`src/rtl/inst_encoder_if.sv`:
```
// inst_encoder_if: field-bundle handshake plus instruction-memory write port
interface inst_encoder_if #(parameter int ADDR_W = 10);
  logic              in_valid;
  logic              in_ready;
  logic [2:0]        in_fmt;
  logic [6:0]        in_opcode;
  logic [4:0]        in_rd;
  logic [4:0]        in_rs1;
  logic [4:0]        in_rs2;
  logic [2:0]        in_funct3;
  logic [6:0]        in_funct7;
  logic [31:0]       in_imm;
  logic              in_last;
  logic              mem_we;
  logic [ADDR_W-1:0] mem_addr;
  logic [31:0]       mem_wdata;
  logic              mem_ready;
  modport master (
    output in_valid, in_fmt, in_opcode, in_rd, in_rs1, in_rs2, in_funct3, in_funct7, in_imm, in_last, mem_ready,
    input  in_ready, mem_we, mem_addr, mem_wdata
  );
  modport slave (
    input  in_valid, in_fmt, in_opcode, in_rd, in_rs1, in_rs2, in_funct3, in_funct7, in_imm, in_last, mem_ready,
    output in_ready, mem_we, mem_addr, mem_wdata
  );
endinterface

```
`src/rtl/inst_encoder.sv`:
```
// inst_encoder: packs RV32I fields into instruction words and streams them to instruction memory
module inst_encoder #(
  parameter int ADDR_W    = 10,
  parameter int BASE_ADDR = 0
) (
  input  logic              clk,
  input  logic              rst,
  input  logic              start,
  inst_encoder_if.slave     b,
  output logic              busy,
  output logic              done,
  output logic              err,
  output logic [2:0]        err_code,
  output logic [ADDR_W:0]   count
);
  typedef enum logic [1:0] {IDLE, RUN, FLUSH, DONE} state_t;
  state_t state, state_n;
  logic [ADDR_W-1:0] ptr;
  logic              wrap;
  logic [31:0]       im, word;
  logic [2:0]        f, chk;
  logic              s11, s12, s20, rng, accept, complete, go;
  assign im       = b.in_imm;
  assign f        = b.in_fmt;
  assign busy     = state == RUN || state == FLUSH;
  assign done     = state == DONE;
  assign b.in_ready = state == RUN && (!b.mem_we || b.mem_ready);
  assign accept   = b.in_valid && b.in_ready;
  assign complete = b.mem_we && b.mem_ready;
  assign go       = start && (state == IDLE || state == DONE);
  assign s11 = &im[31:11] || ~|im[31:11];
  assign s12 = &im[31:12] || ~|im[31:12];
  assign s20 = &im[31:20] || ~|im[31:20];
  assign rng = (f == 3'd1 || f == 3'd2) ? !s11 :
               f == 3'd3 ? !s12 :
               f == 3'd5 ? !s20 :
               f == 3'd4 ? |im[11:0] : 1'b0;
  assign chk = (f == 3'd6 || f == 3'd7) ? 3'd3 :
               wrap ? 3'd4 :
               ((f == 3'd3 || f == 3'd5) && im[0]) ? 3'd2 :
               rng ? 3'd1 : 3'd0;
  always_comb begin
    word = '0;
    case (f)
      3'd0: word = {b.in_funct7, b.in_rs2, b.in_rs1, b.in_funct3, b.in_rd, b.in_opcode};
      3'd1: word = {im[11:0], b.in_rs1, b.in_funct3, b.in_rd, b.in_opcode};
      3'd2: word = {im[11:5], b.in_rs2, b.in_rs1, b.in_funct3, im[4:0], b.in_opcode};
      3'd3: word = {im[12], im[10:5], b.in_rs2, b.in_rs1, b.in_funct3, im[4:1], im[11], b.in_opcode};
      3'd4: word = {im[31:12], b.in_rd, b.in_opcode};
      3'd5: word = {im[20], im[10:1], im[11], im[19:12], b.in_rd, b.in_opcode};
      default: word = '0;
    endcase
  end
  always_comb begin
    state_n = state;
    case (state)
      IDLE, DONE: if (start) state_n = RUN;
      RUN:        if (accept && (chk != 3'd0 || b.in_last)) state_n = FLUSH;
      FLUSH:      if (!b.mem_we || b.mem_ready) state_n = DONE;
      default:    state_n = IDLE;
    endcase
  end
  always_ff @(posedge clk or posedge rst)
    if (rst) begin
      state       <= IDLE;
      ptr         <= ADDR_W'(BASE_ADDR);
      wrap        <= 1'b0;
      b.mem_we    <= 1'b0;
      b.mem_addr  <= ADDR_W'(BASE_ADDR);
      b.mem_wdata <= '0;
      err         <= 1'b0;
      err_code    <= '0;
      count       <= '0;
    end else begin
      state <= state_n;
      if (go) begin
        ptr      <= ADDR_W'(BASE_ADDR);
        wrap     <= 1'b0;
        err      <= 1'b0;
        err_code <= '0;
        count    <= '0;
      end else begin
        if (complete) begin
          count    <= count + 1'b1;
          b.mem_we <= 1'b0;
        end
        if (accept && chk == 3'd0) begin
          b.mem_we    <= 1'b1;
          b.mem_addr  <= ptr;
          b.mem_wdata <= word;
          ptr         <= ptr + 1'b1;
          if (&ptr) wrap <= 1'b1;
        end
        if (accept && chk != 3'd0 && !err) begin
          err      <= 1'b1;
          err_code <= chk;
        end
      end
    end
endmodule

```
`src/flat_wrapper.sv`:
```
// flat-port wrapper written by rule: the top's interface ports become plain ports
module inst_encoder_flat 
#(
  parameter int ADDR_W    = 10,
  parameter int BASE_ADDR = 0
)
  (clk, rst, start, busy, done, err, err_code, count, b_in_valid, b_in_fmt, b_in_opcode, b_in_rd, b_in_rs1, b_in_rs2, b_in_funct3, b_in_funct7, b_in_imm, b_in_last, b_mem_ready, b_in_ready, b_mem_we, b_mem_addr, b_mem_wdata);
  inst_encoder_if #(.ADDR_W(ADDR_W)) b_i ();
  input  logic clk;
  input  logic rst;
  input  logic start;
  output logic busy;
  output logic done;
  output logic err;
  output logic [2:0] err_code;
  output logic [ADDR_W:0] count;
  input wire logic [$bits(b_i.in_valid)-1:0] b_in_valid;
  input wire logic [$bits(b_i.in_fmt)-1:0] b_in_fmt;
  input wire logic [$bits(b_i.in_opcode)-1:0] b_in_opcode;
  input wire logic [$bits(b_i.in_rd)-1:0] b_in_rd;
  input wire logic [$bits(b_i.in_rs1)-1:0] b_in_rs1;
  input wire logic [$bits(b_i.in_rs2)-1:0] b_in_rs2;
  input wire logic [$bits(b_i.in_funct3)-1:0] b_in_funct3;
  input wire logic [$bits(b_i.in_funct7)-1:0] b_in_funct7;
  input wire logic [$bits(b_i.in_imm)-1:0] b_in_imm;
  input wire logic [$bits(b_i.in_last)-1:0] b_in_last;
  input wire logic [$bits(b_i.mem_ready)-1:0] b_mem_ready;
  output wire logic [$bits(b_i.in_ready)-1:0] b_in_ready;
  output wire logic [$bits(b_i.mem_we)-1:0] b_mem_we;
  output wire logic [$bits(b_i.mem_addr)-1:0] b_mem_addr;
  output wire logic [$bits(b_i.mem_wdata)-1:0] b_mem_wdata;
  assign b_i.in_valid = b_in_valid;
  assign b_i.in_fmt = b_in_fmt;
  assign b_i.in_opcode = b_in_opcode;
  assign b_i.in_rd = b_in_rd;
  assign b_i.in_rs1 = b_in_rs1;
  assign b_i.in_rs2 = b_in_rs2;
  assign b_i.in_funct3 = b_in_funct3;
  assign b_i.in_funct7 = b_in_funct7;
  assign b_i.in_imm = b_in_imm;
  assign b_i.in_last = b_in_last;
  assign b_i.mem_ready = b_mem_ready;
  assign b_in_ready = b_i.in_ready;
  assign b_mem_we = b_i.mem_we;
  assign b_mem_addr = b_i.mem_addr;
  assign b_mem_wdata = b_i.mem_wdata;
  inst_encoder #(.ADDR_W(ADDR_W), .BASE_ADDR(BASE_ADDR)) u_core (.clk(clk), .rst(rst), .start(start), .b(b_i), .busy(busy), .done(done), .err(err), .err_code(err_code), .count(count));
endmodule
```
`config.mk`:
```
export PLATFORM = sky130hd
export DESIGN_NAME = inst_encoder_flat
export DESIGN_NICKNAME = d
export VERILOG_FILES = /design/src/rtl/inst_encoder_if.sv /design/src/rtl/inst_encoder.sv /design/src/flat_wrapper.sv
export SDC_FILE = /design/constraint.sdc
export NUM_CORES = 1
export LEC_CHECK = 0
export CAP_MARGIN = 20
export CELL_PAD_IN_SITES_DETAIL_PLACEMENT = 1
export CELL_PAD_IN_SITES_GLOBAL_PLACEMENT = 1
export CORE_UTILIZATION = 35
export DETAILED_ROUTE_END_ITERATION = 16
export PLACE_DENSITY_LB_ADDON = 0.1
export REMOVE_ABC_BUFFERS = 1
export SLEW_MARGIN = 20
export SYNTH_ARGS = -nofsm -noshare
export SYNTH_HDL_FRONTEND = slang
export SYNTH_SLANG_ARGS = --single-unit
```
`constraint.sdc`:
```
create_clock -name clk -period 5.1 [get_ports clk]
set_input_delay 1.02 -clock clk [delete_from_list [all_inputs] [get_ports clk]]
set_output_delay 1.02 -clock clk [all_outputs]
set_load 0.1 [all_outputs]
```
==> results_dict.tcl <==
set metrics [dict create \
    viasPerCell 5.33 \
    rsz0062_at_grt "no" \
    slew_headroom_pct 28.6 \
    multiInputGateArea_sq_um 2080 \
    slew_violations 0 \
    clockBufferDepth 2 \
    whs_path_depth 1 \
    finalHoldViolCount 0 \
    grt_antenna_before_repair 0 \
    syn_area_sq_um 4060 \
    endpoint_kind "flop" \
    hp-start "u_core.b.mem_addr[3]" \
    portBuffers 133 \
    cp-start-kind "input pin" \
    detail_route.iter0.violations 166 \
    worst-path-max-fanout 23 \
    fin_skew_ns 0.00482 \
    synthAdderAreaFrac_pct 1.85 \
    grtUsageTotal_pct 22.4 \
    clk_pin_slew_ns 0.06 \
    h-tree-depth 3 \
    cts_buffers 9 \
    num-fill-cells 1265 \
    nets 642 \
    cts.sinks 71 \
    status "completed" \
    register_area_sq_um 1780 \
    synth_cell_type_count 55 \
    core_sq_um 11100 \
    mostFrequentLayoutCells "clkdlybuf4s50_1, dfrtp_1, nand2_1" \
    ios 134 \
    synth_edf_count 0 \
    cts_tree "yes" \
    synth_mux_area_share_pct 13.9 \
    irDropWorstVdd_mv 0.445 \
    cts_resized 0 \
    worstReg2RegEnd "u_core.b.mem_wdata[30]" \
    rows 38 \
    critPathKind "input pin to flop" \
    setup_viol 0 \
    fin_crit_ns 3.89 \
    die_h_um 110 \
    wl_per_cell_um 17.6 \
    area_delta_synth_final_pct 45.4 \
    cp-startpoint "b_in_fmt[1]" \
    start_util_pct 36.6 \
    cts_setup_buffers 0 \
    setup_tns_ns 0 \
    drv_cap 0 \
    tightest_slew_ns 1.07 \
    leakage_nw 2.56 \
    max_clock_freq_ghz 0.257 \
    synth_compound_area_share_pct 14.1 \
    drive_gt1_share_pct 5.81 \
    fin_util_pct 53.2 \
    grt_pass1_wl_um 20400 \
    synth_xor_area_share_pct 2.37 \
    synth-async-reset-ratio_pct 100 \
    drc 0 \
    r2r_slack_ns 2.47 \
    vias 3771 \
    reg2reg_depth 6 \
    wl_um 12500 \
    grt-ovfl-total 0 \
    fp.dieArea_sq_um 12000 \
    p_per_area_nw_per_um2 624 \
    grt_max_degree 37 \
    first_global_vias 4063 \
    post-route-period-util_pct 76.3 \
    reg2reg_from "u_core.wrap" \
    whs_ns 0.485 \
    antennaDiodeCount 0 \
    clock_latency_ns 0.34 \
    synth_flop_cell "dfrtp_1" \
    cp.required_ns 5.32 \
    arrival_ns 4.11 \
    ys_ff_latch 71 \
    final_common_cell "clkdlybuf4s50_1" \
    seq_area_frac_synth_pct 43.8 \
    die_w_um 110 \
    synth_area_per_cell_sq_um 9.37 \
    synth_top_family_by_area "simple AND/OR/NAND/NOR gates" \
    hold_class "flop to flop" \
    place_congestion 0.837 \
    cts_hold_buffers 0 \
    root_buffer "clkbuf_16" \
    dp_hpwl_um 9250 \
    cp-endpoint "u_core.b.mem_wdata[30]" \
    drt-pass1-iter-count 4 \
    synthCells 433 \
    postRouteAntennaNets 0 \
    synth_warnings 0 \
    synthSimpleGateAreaFrac_pct 18.9 \
]
==> worst min path at each step <==
stage	slack, ns	to
floorplan	0.49	u_core.b.mem_addr[5]
global placement	0.47	u_core.b.mem_wdata[20]
detailed placement	0.48	u_core.b.mem_addr[3]
CTS	0.49	u_core.b.mem_wdata[21]
global route	0.51	u_core.b.mem_wdata[29]
finish	0.49	u_core.b.mem_addr[3]
==> stage by stage <==
stage	cell area [sq um]	setup WS, ns	total power, mW	std cells
6_report	5900	1.21	3.68	708
5_1_grt	5900	0.967	3.82	708
4_1_cts	5900	1.23	3.71	708
3_5_place_dp	5530	0.887	2.90	692
3_3_place_gp	5530	0.979	2.87	692
2_1_floorplan	3960	0.982	2.35	410
==> cell type report <==
class                           instances  share of cell area, %
Sequential cell                        71                   30.1
Inverter                               27                   1.72
Clock buffer                           11                   4.12
Clock inverter                          5                   2.18
Tap cell                              140                   2.97
Multi-Input combinational cell        312                   35.2
Timing Repair Buffer                  142                   23.7
==> cells in the mapped netlist (2+ instances only) <==
cell type,number,area (sq um)
o211ai_1,2,15.0
and3_1,8,50.1
or4_1,10,75.1
mux2_2,4,45.0
a21oi_1,23,115
nor3_1,7,35.0
mux2i_1,16,160
ha_1,6,75.1
and2_1,6,37.5
o311ai_0,3,26.3
buf_4,4,30.0
mux2_1,32,360
o21ai_0,29,145
o31ai_1,8,60.1
nand2_1,49,184
clkbuf_1,15,56.3
nand3_1,13,65.1
a22oi_1,5,37.5
buf_1,3,11.3
a31oi_1,2,12.5
nand4_1,7,43.8
inv_1,27,101
xnor2_1,2,17.5
nand2b_1,5,31.3
nor2_1,27,101
nor2b_1,7,43.8
nor4_1,7,43.8
xor2_1,9,78.8
dfrtp_1,71,1780
==> worst max-delay path, cell delays in order <==
cell and delay, ns:
clkdlybuf4s50_1 0.69, xor2_1 0.30, a31oi_1 0.47, nand2_1 0.22, a211o_1 0.47, nor3_4 0.20
buf_4 0.36, mux2_2 0.37
==> routing by layer <==
metal	track usage (%)	vias to the layer above	part of all wire, %
met3	4.03	17	4.7
met5	0	-	0
met2	37.7	117	49
li1	-	1811	-
met4	8.86	0	2.2
met1	28.4	1826	44
==> power by group <==
part	total [mW]	internal (mW)	leakage, nW	switching, mW
Sequential	0.840	0.723	0.934	0.117
Combinational	2.05	0.490	1.44	1.56
Clock	0.786	0.542	0.180	0.245
Total	3.68	1.75	2.56	1.92
==> flip-flops by register name, summed over array words and instances, names as in the netlist <==
signal              count
u_core.b.mem_addr      10
u_core.b.mem_wdata     32
u_core.b.mem_we         1
u_core.count           11
u_core.err              1
u_core.err_code         3
u_core.ptr             10
u_core.state            2
u_core.wrap             1
==> logic make-up (layout without fill, tap and decap cells) <==
logic type      count (synthesis)  in the layout
compound gates                 91             91
simple gates                  152            152
buf+inv                        50            185
mux                            52             52
flops                          71             71
xor+xnor                       11             11
fa+ha+maj                       6              6
Note: power is estimated with default switching activity, not from simulation.
